## src/rtl/icg_wake_seq.sv

```systemverilog
// Per-channel clock-gate wake sequencer: OFF/WAKE/ON FSM per channel with idle timeout,
// and a round-robin wake grant so at most one gated clock starts per cycle.
module icg_wake_seq #(
    parameter int unsigned NCH      = 4,
    parameter int unsigned WAKE_CYC = 2,
    parameter int unsigned IDLE_CYC = 16
) (
    input  logic           CLK,
    input  logic           RST,
    input  logic           TE,
    input  logic [NCH-1:0] REQ,
    output logic [NCH-1:0] E,
    output logic [NCH-1:0] ACK,
    output logic           BUSY
);

    localparam int unsigned PW = (NCH > 1) ? $clog2(NCH) : 1;
    localparam int unsigned CW = PW + 1;

    typedef enum logic [1:0] {
        S_OFF  = 2'd0,
        S_WAKE = 2'd1,
        S_ON   = 2'd2
    } state_e;

    state_e         state_q [NCH];
    state_e         state_d [NCH];
    logic [7:0]     cnt_q   [NCH];
    logic [7:0]     cnt_d   [NCH];
    logic [PW-1:0]  ptr_q;
    logic [PW-1:0]  ptr_d;

    logic           gnt_vld;
    logic [PW-1:0]  gnt_idx;
    logic [CW-1:0]  cand;

    // Round-robin search over OFF channels requesting a wake, starting at ptr_q.
    always_comb begin
        gnt_vld = 1'b0;
        gnt_idx = '0;
        cand    = '0;
        for (int unsigned k = 0; k < NCH; k++) begin
            cand = {1'b0, ptr_q} + CW'(k);
            if (cand >= CW'(NCH)) begin
                cand = cand - CW'(NCH);
            end
            if (!gnt_vld && (state_q[cand[PW-1:0]] == S_OFF) && REQ[cand[PW-1:0]]) begin
                gnt_vld = 1'b1;
                gnt_idx = cand[PW-1:0];
            end
        end
    end

    always_comb begin
        ptr_d = ptr_q;
        if (gnt_vld) begin
            if (gnt_idx == PW'(NCH - 1)) begin
                ptr_d = '0;
            end else begin
                ptr_d = gnt_idx + PW'(1);
            end
        end
    end

    always_comb begin
        for (int unsigned i = 0; i < NCH; i++) begin
            state_d[i] = state_q[i];
            cnt_d[i]   = cnt_q[i];
            unique case (state_q[i])
                S_OFF: begin
                    if (gnt_vld && (gnt_idx == PW'(i))) begin
                        state_d[i] = S_WAKE;
                        cnt_d[i]   = 8'(WAKE_CYC - 1);
                    end
                end
                S_WAKE: begin
                    if (cnt_q[i] == 8'd0) begin
                        state_d[i] = S_ON;
                        cnt_d[i]   = 8'(IDLE_CYC - 1);
                    end else begin
                        cnt_d[i] = cnt_q[i] - 8'd1;
                    end
                end
                S_ON: begin
                    // A request on the expiry edge still wins over gating off.
                    if (REQ[i]) begin
                        cnt_d[i] = 8'(IDLE_CYC - 1);
                    end else if (cnt_q[i] == 8'd0) begin
                        state_d[i] = S_OFF;
                    end else begin
                        cnt_d[i] = cnt_q[i] - 8'd1;
                    end
                end
                default: begin
                    state_d[i] = S_OFF;
                    cnt_d[i]   = '0;
                end
            endcase
        end
    end

    always_ff @(posedge CLK or posedge RST) begin
        if (RST) begin
            ptr_q <= '0;
            for (int unsigned i = 0; i < NCH; i++) begin
                state_q[i] <= S_OFF;
                cnt_q[i]   <= '0;
            end
        end else begin
            ptr_q <= ptr_d;
            for (int unsigned i = 0; i < NCH; i++) begin
                state_q[i] <= state_d[i];
                cnt_q[i]   <= cnt_d[i];
            end
        end
    end

    always_comb begin
        E    = '0;
        ACK  = '0;
        BUSY = 1'b0;
        for (int unsigned i = 0; i < NCH; i++) begin
            E[i]   = (state_q[i] != S_OFF) | TE;
            ACK[i] = (state_q[i] == S_ON);
            BUSY   = BUSY | (state_q[i] == S_WAKE);
        end
    end

endmodule

```

## config.mk

```make
export PLATFORM = sky130hd
export DESIGN_NAME = icg_wake_seq
export DESIGN_NICKNAME = d
export VERILOG_FILES = /design/src/rtl/icg_wake_seq.sv
export SDC_FILE = /design/constraint.sdc
export NUM_CORES = 1
export LEC_CHECK = 0
export ABC_AREA = 1
export BUFFER_PORTS_ARGS = -buffer_cell sky130_fd_sc_hd__buf_2
export CAP_MARGIN = 10
export CORE_MARGIN = 3
export CORE_UTILIZATION = 67
export DETAILED_ROUTE_END_ITERATION = 8
export PLACE_DENSITY = 0.86
export SYNTH_ARGS = -nofsm -noshare
export SYNTH_HDL_FRONTEND = slang
export SYNTH_SLANG_ARGS = --single-unit
export TNS_END_PERCENT = 10
```

## constraint.sdc

```tcl
create_clock -name CLK -period 5.3 [get_ports CLK]
set_input_delay 0.795 -clock CLK [delete_from_list [all_inputs] [get_ports CLK]]
set_output_delay 0.795 -clock CLK [all_outputs]
set_load 0.05 [all_outputs]
```

==> results.yml, run 1 <==
run_status:
  status: "finished clean"
critical_path:
  slowest_delay_ns: 0.78
  worstPathArrival_ns: 2.80
  reg2reg_depth: 16
  crit_required_ns: 5.49
  cpMaxStageDelayCell: "dfrtp_1"
  start_kind: "register"
  crit_path_end_kind: "register"
  cp_common_cell: "nand2_1"
  path_cells: "inv_6 -> nand2_1 -> nand2_1 -> nor2_2 -> nand2_4 -> a21oi_1 -> nor2_1 -> nand2_1 -> nand2_1 -> inv_1 -> ha_1 -> nand2_4 -> nand2_4 -> nand2_4 -> nand2_1 -> nand2_1"
  crit_family: "simple AND/OR/NAND/NOR gates"
  path_buf_inv: 2
  setup.worst_path.class: "reg2reg"
  r2r_end: "cnt_q[22]"
  r2r-start: "ptr_q[0]"
  crit_fanout: 16
  r2r_slack_ns: 2.69
routing:
  post_drt_wl_per_cell_microns: 13.1
  viasPerCell: 5.63
  drtIter0Drc: 272
  drc_errors: 0
  dr.pass1.iters: 5
  antenna_left: 0
  vias: 3417
  wirelength_microns: 7980
yosys:
  seq_area_frac_synth: 0.303
  synth.cell_area_sq_um: 3470
  synthTopCellsByArea: "dfrtp_1, nand2_1, nand3_1, inv_1, nor2_1"
  yosysTopAreaCell: "dfrtp_1"
  yosys.cell_types.count: 36
  synth_top_flop_cell: "dfrtp_1"
  syn-num-nets: 535
  syn_inst: 518
  yosysWarnings: 0
  synth_top_area_frac: 0.303
  syn_avg_cell_area_sq_um: 6.70
  synthArstFlopShare: 1.00
  ys_seq_elements: 42
  synth_edf_count: 0
place:
  io_buffers: 15
  dp_hpwl_microns: 6010
  routabilityCongestion: 0.962
  preCtsSetupSlack_ns: 2.51
timing:
  rsz0062_at_grt: "no"
  final_hold_viol_count: 0
  finClkSkew_ns: 0.00400
  finalWorstSetupSlack_ns: 2.69
  holdWs_ns: 0.487
  finalSetupViolCount: 0
  fin_crit_sh: 0.492
  drv_slew: 0
  max-slew-margin-rel: 0.555
  setup_tns_ns: 0
  max_clock_freq_mhz: 383
  finalCriticalPeriod_ns: 2.61
  tightest_slew_ns: 0.667
clocking:
  ctsHoldBuffers: 0
  path_clk_slew_ns: 0.08
  cts_inserted_buffers: 5
  cts_tree: "built"
  clock_latency_ns: 0.30
  clk_path_buf_depth: 2
  root_buffer: "clkbuf_8"
  post_cts_resized: 0
  post-cts-setup-buffers: 0
  h-tree-depth: 2
  clock_sinks: 42
floorplanning:
  pin_count: 16
  rows: 25
  die_y_microns: 78.0
  die-area_sq_um: 6080
  dieWidth_microns: 78.0
  core-area_sq_um: 4850
  start_util: 0.716
final_layout:
  drive_gt1_frac: 0.133
  filler_cell_count: 390
  final_cell_mix: "nand2_1, nand3_1, inv_1"
  nets: 556
  antenna_cells: 0
  area_growth_pct: 7.86
  final_common_cell: "nand2_1"
grt:
  grt_antenna_before_repair: 0
  grt-ovfl-total: 0
  grt_use_total: 0.286
  grt_max_degree: 43
  grt_pass1_vias: 3204
  grt_pass1_wl_microns: 14200
min_path:
  hp-class: "reg2reg"
  holdCritStartpoint: "cnt_q[9]"
  holdPathStages: 2
  whs_endpoint: "cnt_q[9]"
power_and_ir_drop:
  p_per_area_nw_per_um2: 683
  p_leak_nw: 2.07
  peakVddDrop_uv: 433
run:
  maxCapViolCount: 0
==> stage by stage <==
| step | cell area (sq um) | cells | utilization | total power, mW |
|---|---|---|---|---|
| final | 3740 | 607 | 0.772 | 2.56 |
| after global routing | 3740 | 607 | 0.772 | 2.81 |
| after CTS | 3740 | 607 | 0.772 | 2.55 |
| after detailed placement | 3600 | 599 | 0.743 | 2.24 |
| after global placement | 3600 | 599 | 0.743 | 2.19 |
| after floorplan | 3470 | 518 | - | 1.94 |
==> kinds of logic after synthesis <==
kind of cell | after synthesis | share of synthesized area
simple gates | 329 | 0.457
fa+ha+maj | 10 | 0.0361
xor+xnor | 11 | 0.0278
flops | 42 | 0.303
compound gates | 48 | 0.0833
buf+inv | 78 | 0.0927
==> worst max path at each step <==
stage,from,endpoint,slack (ns),depth (start not counted)
after floorplan,REQ[1],cnt_q[22],2.97,17
after global placement,REQ[1],cnt_q[16],2.59,18
after detailed placement,REQ[1],cnt_q[11],2.51,16
after CTS,ptr_q[0],cnt_q[8],2.70,17
after global routing,ptr_q[0],cnt_q[8],2.35,17
final,ptr_q[0],cnt_q[22],2.69,16
==> synth_stat cells (2+ instances only) <==
master	instances
nand2_8	2
a21oi_1	8
inv_1	68
nand3b_1	2
a31oi_1	2
inv_2	7
xor2_1	10
nand2_2	13
ha_1	10
o21bai_1	2
nor2_1	59
o22ai_1	3
dfrtp_1	42
nor2_2	6
nand3_1	69
o31ai_1	5
o21ai_0	21
nand2_1	142
nand4_1	12
nand2_4	14
nor3_1	6
==> where the power goes <==
| part | internal, mW | total [mW] | switching (mW) | leakage [nW] |
|---|---|---|---|---|
| Clock | 0.189 | 0.304 | 0.116 | 0.0683 |
| Sequential | 0.425 | 0.556 | 0.131 | 0.537 |
| Combinational | 0.552 | 1.70 | 1.14 | 1.46 |
| Total | 1.17 | 2.56 | 1.39 | 2.07 |
==> routing by layer <==
metal,global-route usage,vias to the layer above,wire length (microns)
met2,0.474,115,3730
li1,-,1712,-
met1,0.386,1576,3670
met5,0,-,0
met4,0.0874,0,155
met3,0.0418,14,419
==> flip-flops by register name, summed over array words and instances (netlist names) <==
signal,flops
ptr_q,2
cnt_q,32
state_q,8
==> worst min-delay path: stages, from the launching register on <==
cell	delay [ns]
dfrtp_1	0.36
nand2_1	0.05
nand2_1	0.05
==> layout make-up <==
class	instances	area [sq um]	share of cell area
sequential	42	1050	0.281
multi-input combinational	398	2100	0.560
tap	67	83.8	0.0224
timing repair buffer	16	82.6	0.0221
clock buffer	5	68.8	0.0184
inverter	76	290	0.0776
clock inverter	3	68.8	0.0184
No activity file was read; power rests on OpenSTA's default activity.
==> run 2, diff against run 1 <==
--- a/config.mk
+++ b/config.mk
@@ -9,9 +9,9 @@
 export BUFFER_PORTS_ARGS = -buffer_cell sky130_fd_sc_hd__buf_2
 export CAP_MARGIN = 10
 export CORE_MARGIN = 3
-export CORE_UTILIZATION = 67
+export CORE_UTILIZATION = 56
 export DETAILED_ROUTE_END_ITERATION = 8
-export PLACE_DENSITY = 0.86
+export PLACE_DENSITY = 0.77
 export SYNTH_ARGS = -nofsm -noshare
 export SYNTH_HDL_FRONTEND = slang
 export SYNTH_SLANG_ARGS = --single-unit
==> constraint.sdc (replaced) <==
create_clock -name CLK -period 2.1 [get_ports CLK]
set_input_delay 0.315 -clock CLK [delete_from_list [all_inputs] [get_ports CLK]]
set_output_delay 0.315 -clock CLK [all_outputs]
set_load 0.05 [all_outputs]
==> run 2 against run 1 <==
  * Largest cell class unchanged
  * Critical path type unchanged
  * The run now ends with setup timing left
  * Critical endpoint is now cnt_q[13]
  * Cell count rose by 7.7%
  * Combinational power rose to 3.5 times the previous value
  * Via count rose by 6.8%
==> results.yml, run 2 (synthesis results as in run 1) <==
timing:
  fin_crit_sh: 1.10
  tightest_slew_ns: 0.549
  final_hold_viol_count: 0
  holdWs_ns: 0.131
  drv_slew: 0
  rsz0062_at_grt: "yes"
  finalCriticalPeriod_ns: 2.31
  finClkSkew_ns: 0.00990
  finalSetupViolCount: 36
  max_clock_freq_mhz: 432
  finalWorstSetupSlack_ns: -0.212
  max-slew-margin-rel: 0.634
  setup_tns_ns: -5.54
floorplanning:
  dieWidth_microns: 84.7
  rows: 28
  die_y_microns: 84.7
  die-area_sq_um: 7180
  pin_count: 16
  start_util: 0.583
  core-area_sq_um: 5960
critical_path:
  crit_fanout: 9
  crit_required_ns: 2.29
  setup.worst_path.class: "reg2reg"
  worstPathArrival_ns: 2.51
  crit_path_end_kind: "register"
  start_kind: "register"
clocking:
  path_clk_slew_ns: 0.08
  cts_tree: "built"
  clk_path_buf_depth: 2
  root_buffer: "clkbuf_8"
  clock_latency_ns: 0.31
  clock_sinks: 42
  cts_inserted_buffers: 5
  h-tree-depth: 2
  ctsHoldBuffers: 0
final_layout:
  final_cell_mix: "nand2_1, inv_1, nand3_1"
  layout.core_utilization: 0.723
  reg_top3: "cnt_q (32), state_q (8), ptr_q (2)"
  max_flop_register: "cnt_q"
  final_common_cell: "nand2_1"
  antenna_cells: 0
  fin_cells: 654
  drive_gt1_frac: 0.257
  nets: 595
  area_growth_pct: 24.1
  largest_reg_flops: 32
  final_area_sq_um: 4310
  filler_cell_count: 462
power_and_ir_drop:
  p_total_mw: 7.76
  pwr-share-clk: 0.072
  p_int_mw: 3.51
  seqPwrFrac: 0.172
  p_leak_nw: 2.29
  p_sw_frac: 0.548
  switchingPower_mw: 4.25
  pwr-share-comb: 0.755
  p_per_area_nw_per_um2: 1800
  peakVddDrop_uv: 988
grt:
  grt_max_degree: 43
  grt_pass1_wl_microns: 14900
  grt-ovfl-total: 0
  grt_pass1_vias: 3281
  grt_use_total: 0.254
  grt_antenna_before_repair: 0
min_path:
  hp-class: "in2async"
place:
  io_buffers: 15
  postPlaceCellArea_sq_um: 3840
  dpl.cell_count: 636
  dp_hpwl_microns: 6180
  routabilityCongestion: 0.951
  preCtsSetupSlack_ns: -0.175
routing:
  viasPerCell: 5.58
  dr.pass1.iters: 6
  post_drt_wl_per_cell_microns: 14.3
  wirelength_microns: 9380
  drc_errors: 0
  vias: 3650
  antenna_left: 0
  drtIter0Drc: 337
run_status:
  violations: "setup timing"
  status: "finished, violations left"
run:
  maxCapViolCount: 0
## run 2: cell count changes in the layout (fill, tap and decap cells not counted), sizes merged
cell      previous run  this run
buf                 16        52
bufinv               2         0
clkbuf               5         6
clkinv               2         3
clkinvlp             0         1
nand2              171       173
## run 2: critical path, stage by stage (launching register included)
cell,delay (ns)
dfrtp_2,0.40
buf_12,0.15
clkinv_8,0.07
nand2_4,0.05
nand2_2,0.07
nor2_2,0.15
nand2_2,0.11
nand2_4,0.13
a21oi_2,0.07
nand2_1,0.10
nand3_2,0.10
nor2_4,0.17
inv_2,0.09
ha_4,0.18
nand2_4,0.11
nand2_4,0.09
nand3_1,0.09
nand2_1,0.08
## run 2: worst paths after layout
kind | start | to | slack, ns | cells past startpoint
min | RST | cnt_q[16] | 0.13 | 3
min reg2reg | cnt_q[0] | cnt_q[0] | 0.48 | 2
max in group asynchronous | RST | ptr_q[0] | 1.57 | 3
min in group CLK | REQ[3] | state_q[1] | 0.32 | 3
max | ptr_q[0] | cnt_q[13] | -0.21 | 17
max reg2reg | ptr_q[0] | cnt_q[13] | -0.21 | 17
## run 2: final cells by class
cell class / instances / area, sq um / share of cell area
clock inverters: 2 / 12.5 / 0.00291
flip-flops and latches: 42 / 1050 / 0.244
repair buffers: 52 / 389 / 0.0904
inverters: 76 / 303 / 0.0703
clock buffers: 6 / 82.6 / 0.0192
repair inverters: 1 / 11.3 / 0.00261
multi-input cells: 400 / 2360 / 0.549
well taps: 75 / 93.8 / 0.0218
## run 2: timing repair
item	CTS	global route
cloned	2	2
endpoints found under the setup margin	33	38
gates resized for setup	24	39
pin swaps	9	20
buffers inserted	4	2
## run 2: power groups by stage
stage,logic (mW),clock network (mW),registers (mW)
global placement,4.54,0,1.32
CTS,5.30,0.572,1.32
floorplan,3.63,0,1.28
finish,5.87,0.561,1.34
detailed placement,4.63,0,1.33
global route,6.40,0.604,1.37
## run 2: metal layers
metal / up-vias / track usage / share of wire
met5: - / 0 / 0
met1: 1687 / 0.331 / 0.42
met4: 0 / 0.0863 / 0.040
met3: 40 / 0.0412 / 0.045
li1: 1794 / - / -
met2: 129 / 0.427 / 0.49
==> run 3, diff against run 2 <==
--- a/config.mk
+++ b/config.mk
@@ -7,11 +7,10 @@
 export LEC_CHECK = 0
 export ABC_AREA = 1
 export BUFFER_PORTS_ARGS = -buffer_cell sky130_fd_sc_hd__buf_2
-export CAP_MARGIN = 10
+export CAP_MARGIN = 5
 export CORE_MARGIN = 3
-export CORE_UTILIZATION = 56
+export CORE_UTILIZATION = 26
 export DETAILED_ROUTE_END_ITERATION = 8
-export PLACE_DENSITY = 0.77
 export SYNTH_ARGS = -nofsm -noshare
 export SYNTH_HDL_FRONTEND = slang
 export SYNTH_SLANG_ARGS = --single-unit
==> run 3 against run 2 <==
  * The run still ends with setup timing left
  * Cell count rose by 15%
  * Worst hold slack better by 0.22 ns
  * Highest routed layer unchanged
  * Global-route usage down 12 points
  * Via count is 3.8% lower
  * Flip-flop and latch count unchanged
  * Non-clock buffer count grew 1
  * Design area up 4.0%
  * Clock power is 36% higher
  * Fmax up 5.3%
  * Routed wire length fell by 0.79%
  * Critical path type unchanged
  * Die area rose by 110%
  * Largest cell class unchanged
  * Total power down 0.90%
==> results.yml, run 3 (synthesis results as in run 1) <==
clocking:
  cts_inserted_buffers: 5
  cts_tree: "built"
  clock_sinks: 42
  h-tree-depth: 2
  path_clk_slew_ns: 0.06
  clk_path_buf_depth: 2
  clock_latency_ns: 0.29
  root_buffer: "clkbuf_16"
run_status:
  violations: "setup timing"
  status: "finished, violations left"
final_layout:
  reg_top3: "cnt_q (32), state_q (8), ptr_q (2)"
  drive_gt1_frac: 0.263
  max_flop_register: "cnt_q"
  nets: 595
  layout.core_utilization: 0.349
  fin_cells: 750
  largest_reg_flops: 32
  final_area_sq_um: 4480
  area_growth_pct: 29.1
  final_common_cell: "nand2_1"
  antenna_cells: 0
  final_cell_mix: "nand2_1, nand3_1, inv_1"
power_and_ir_drop:
  p_total_mw: 7.69
  peakVddDrop_uv: 558
  pwr-share-clk: 0.099
  pwr-share-comb: 0.725
  p_int_mw: 3.58
  p_sw_frac: 0.535
  seqPwrFrac: 0.176
  switchingPower_mw: 4.12
  p_per_area_nw_per_um2: 1720
  p_leak_nw: 2.32
routing:
  dr.pass1.iters: 4
  vias: 3510
  viasPerCell: 4.68
  antenna_left: 0
  post_drt_wl_per_cell_microns: 12.4
  drtIter0Drc: 187
  drc_errors: 0
  wirelength_microns: 9300
place:
  io_buffers: 15
  routabilityCongestion: 0.884
  dpl.cell_count: 736
  postPlaceCellArea_sq_um: 3990
  preCtsSetupSlack_ns: -0.119
  dp_hpwl_microns: 6830
grt:
  grt_max_degree: 33
  grt_use_total: 0.130
  grt_antenna_before_repair: 0
  grt-ovfl-total: 0
  grt_pass1_wl_microns: 15900
  grt_pass1_vias: 3338
floorplanning:
  pin_count: 16
  die-area_sq_um: 14800
  dieWidth_microns: 122
  die_y_microns: 122
  start_util: 0.271
  core-area_sq_um: 12800
  rows: 41
timing:
  final_hold_viol_count: 0
  max_clock_freq_mhz: 455
  fin_crit_sh: 1.05
  finalCriticalPeriod_ns: 2.20
  finClkSkew_ns: 0.00636
  setup_tns_ns: -2.09
  tightest_slew_ns: 0.483
  drv_slew: 0
  max-slew-margin-rel: 0.677
  finalWorstSetupSlack_ns: -0.0961
  finalSetupViolCount: 32
  holdWs_ns: 0.348
  rsz0062_at_grt: "yes"
critical_path:
  crit_path_end_kind: "register"
  reg2reg_depth: 18
  setup.worst_path.class: "reg2reg"
  crit_fanout: 6
  worstPathArrival_ns: 2.42
  crit_required_ns: 2.33
  start_kind: "register"
min_path:
  hp-class: "in2reg"
  holdPathStages: 3
run:
  maxCapViolCount: 0
run 3: cell count changes in the layout (fill, tap and decap cells not counted), sizes merged:
cell         delta
clkbuf          +1
clkinvlp        -1
dlygate4sd3     +1
clkinv          -1
nand2           -1
run 3: critical path, stage by stage, from the launching register on:
cell and delay (ns):
dfrtp_1 0.40, buf_6 0.16, clkinv_8 0.07, nand2_4 0.06
nand2_2 0.05, nor2_2 0.11, nand2_1 0.10, nand2_4 0.12
nor2_8 0.06, nand3_2 0.07, nand3_2 0.08, nor2_4 0.19
inv_4 0.07, ha_4 0.17, nand2_4 0.10, nand2_8 0.08
nand2_8 0.10, nand2_2 0.06, nand2_1 0.05
run 3: path summary, 6_finish.rpt:
kind	endpoint	slack (ns)	from
max in group asynchronous	state_q[5]	1.09	RST
min in group asynchronous	cnt_q[13]	0.52	RST
worst min register to register	cnt_q[0]	0.48	cnt_q[0]
worst max-delay path	cnt_q[14]	-0.1	ptr_q[0]
worst min-delay path	state_q[1]	0.35	REQ[3]
worst max register to register	cnt_q[14]	-0.1	ptr_q[0]
run 3: area by class of cell:
cell class                      instances  area (sq um)
Fill cell                            1359          8350
Multi-Input combinational cell        399          2380
Sequential cell                        42          1050
Timing Repair Buffer                   53           387
Inverter                               76           303
Tap cell                              172           215
Clock buffer                            7           133
Timing Repair inverter                  1          8.76
run 3: power groups by stage:
stage	Combinational (mW)	Clock, mW	Sequential, mW
6_report	5.58	0.761	1.36
5_1_grt	6.20	0.804	1.39
4_1_cts	5.32	0.771	1.34
3_5_place_dp	4.68	0	1.33
3_3_place_gp	4.61	0	1.33
2_1_floorplan	3.63	0	1.28
run 3: routing by layer:
metal / vias up / share of wire / GRT usage
met5: - / 0 / 0
met4: 0 / 0.014 / 0.0343
met3: 11 / 0.032 / 0.0205
met2: 74 / 0.51 / 0.230
met1: 1630 / 0.44 / 0.165
li1: 1795 / - / -
run 3: repair_timing:
action	4_1_cts	5_1_grt
hold buffers	1	0
gates resized for setup	43	33
setup endpoints to repair	32	36
cloned	2	1
setup buffers	2	1
pin swaps	15	17
endpoints found under the hold margin	10	0
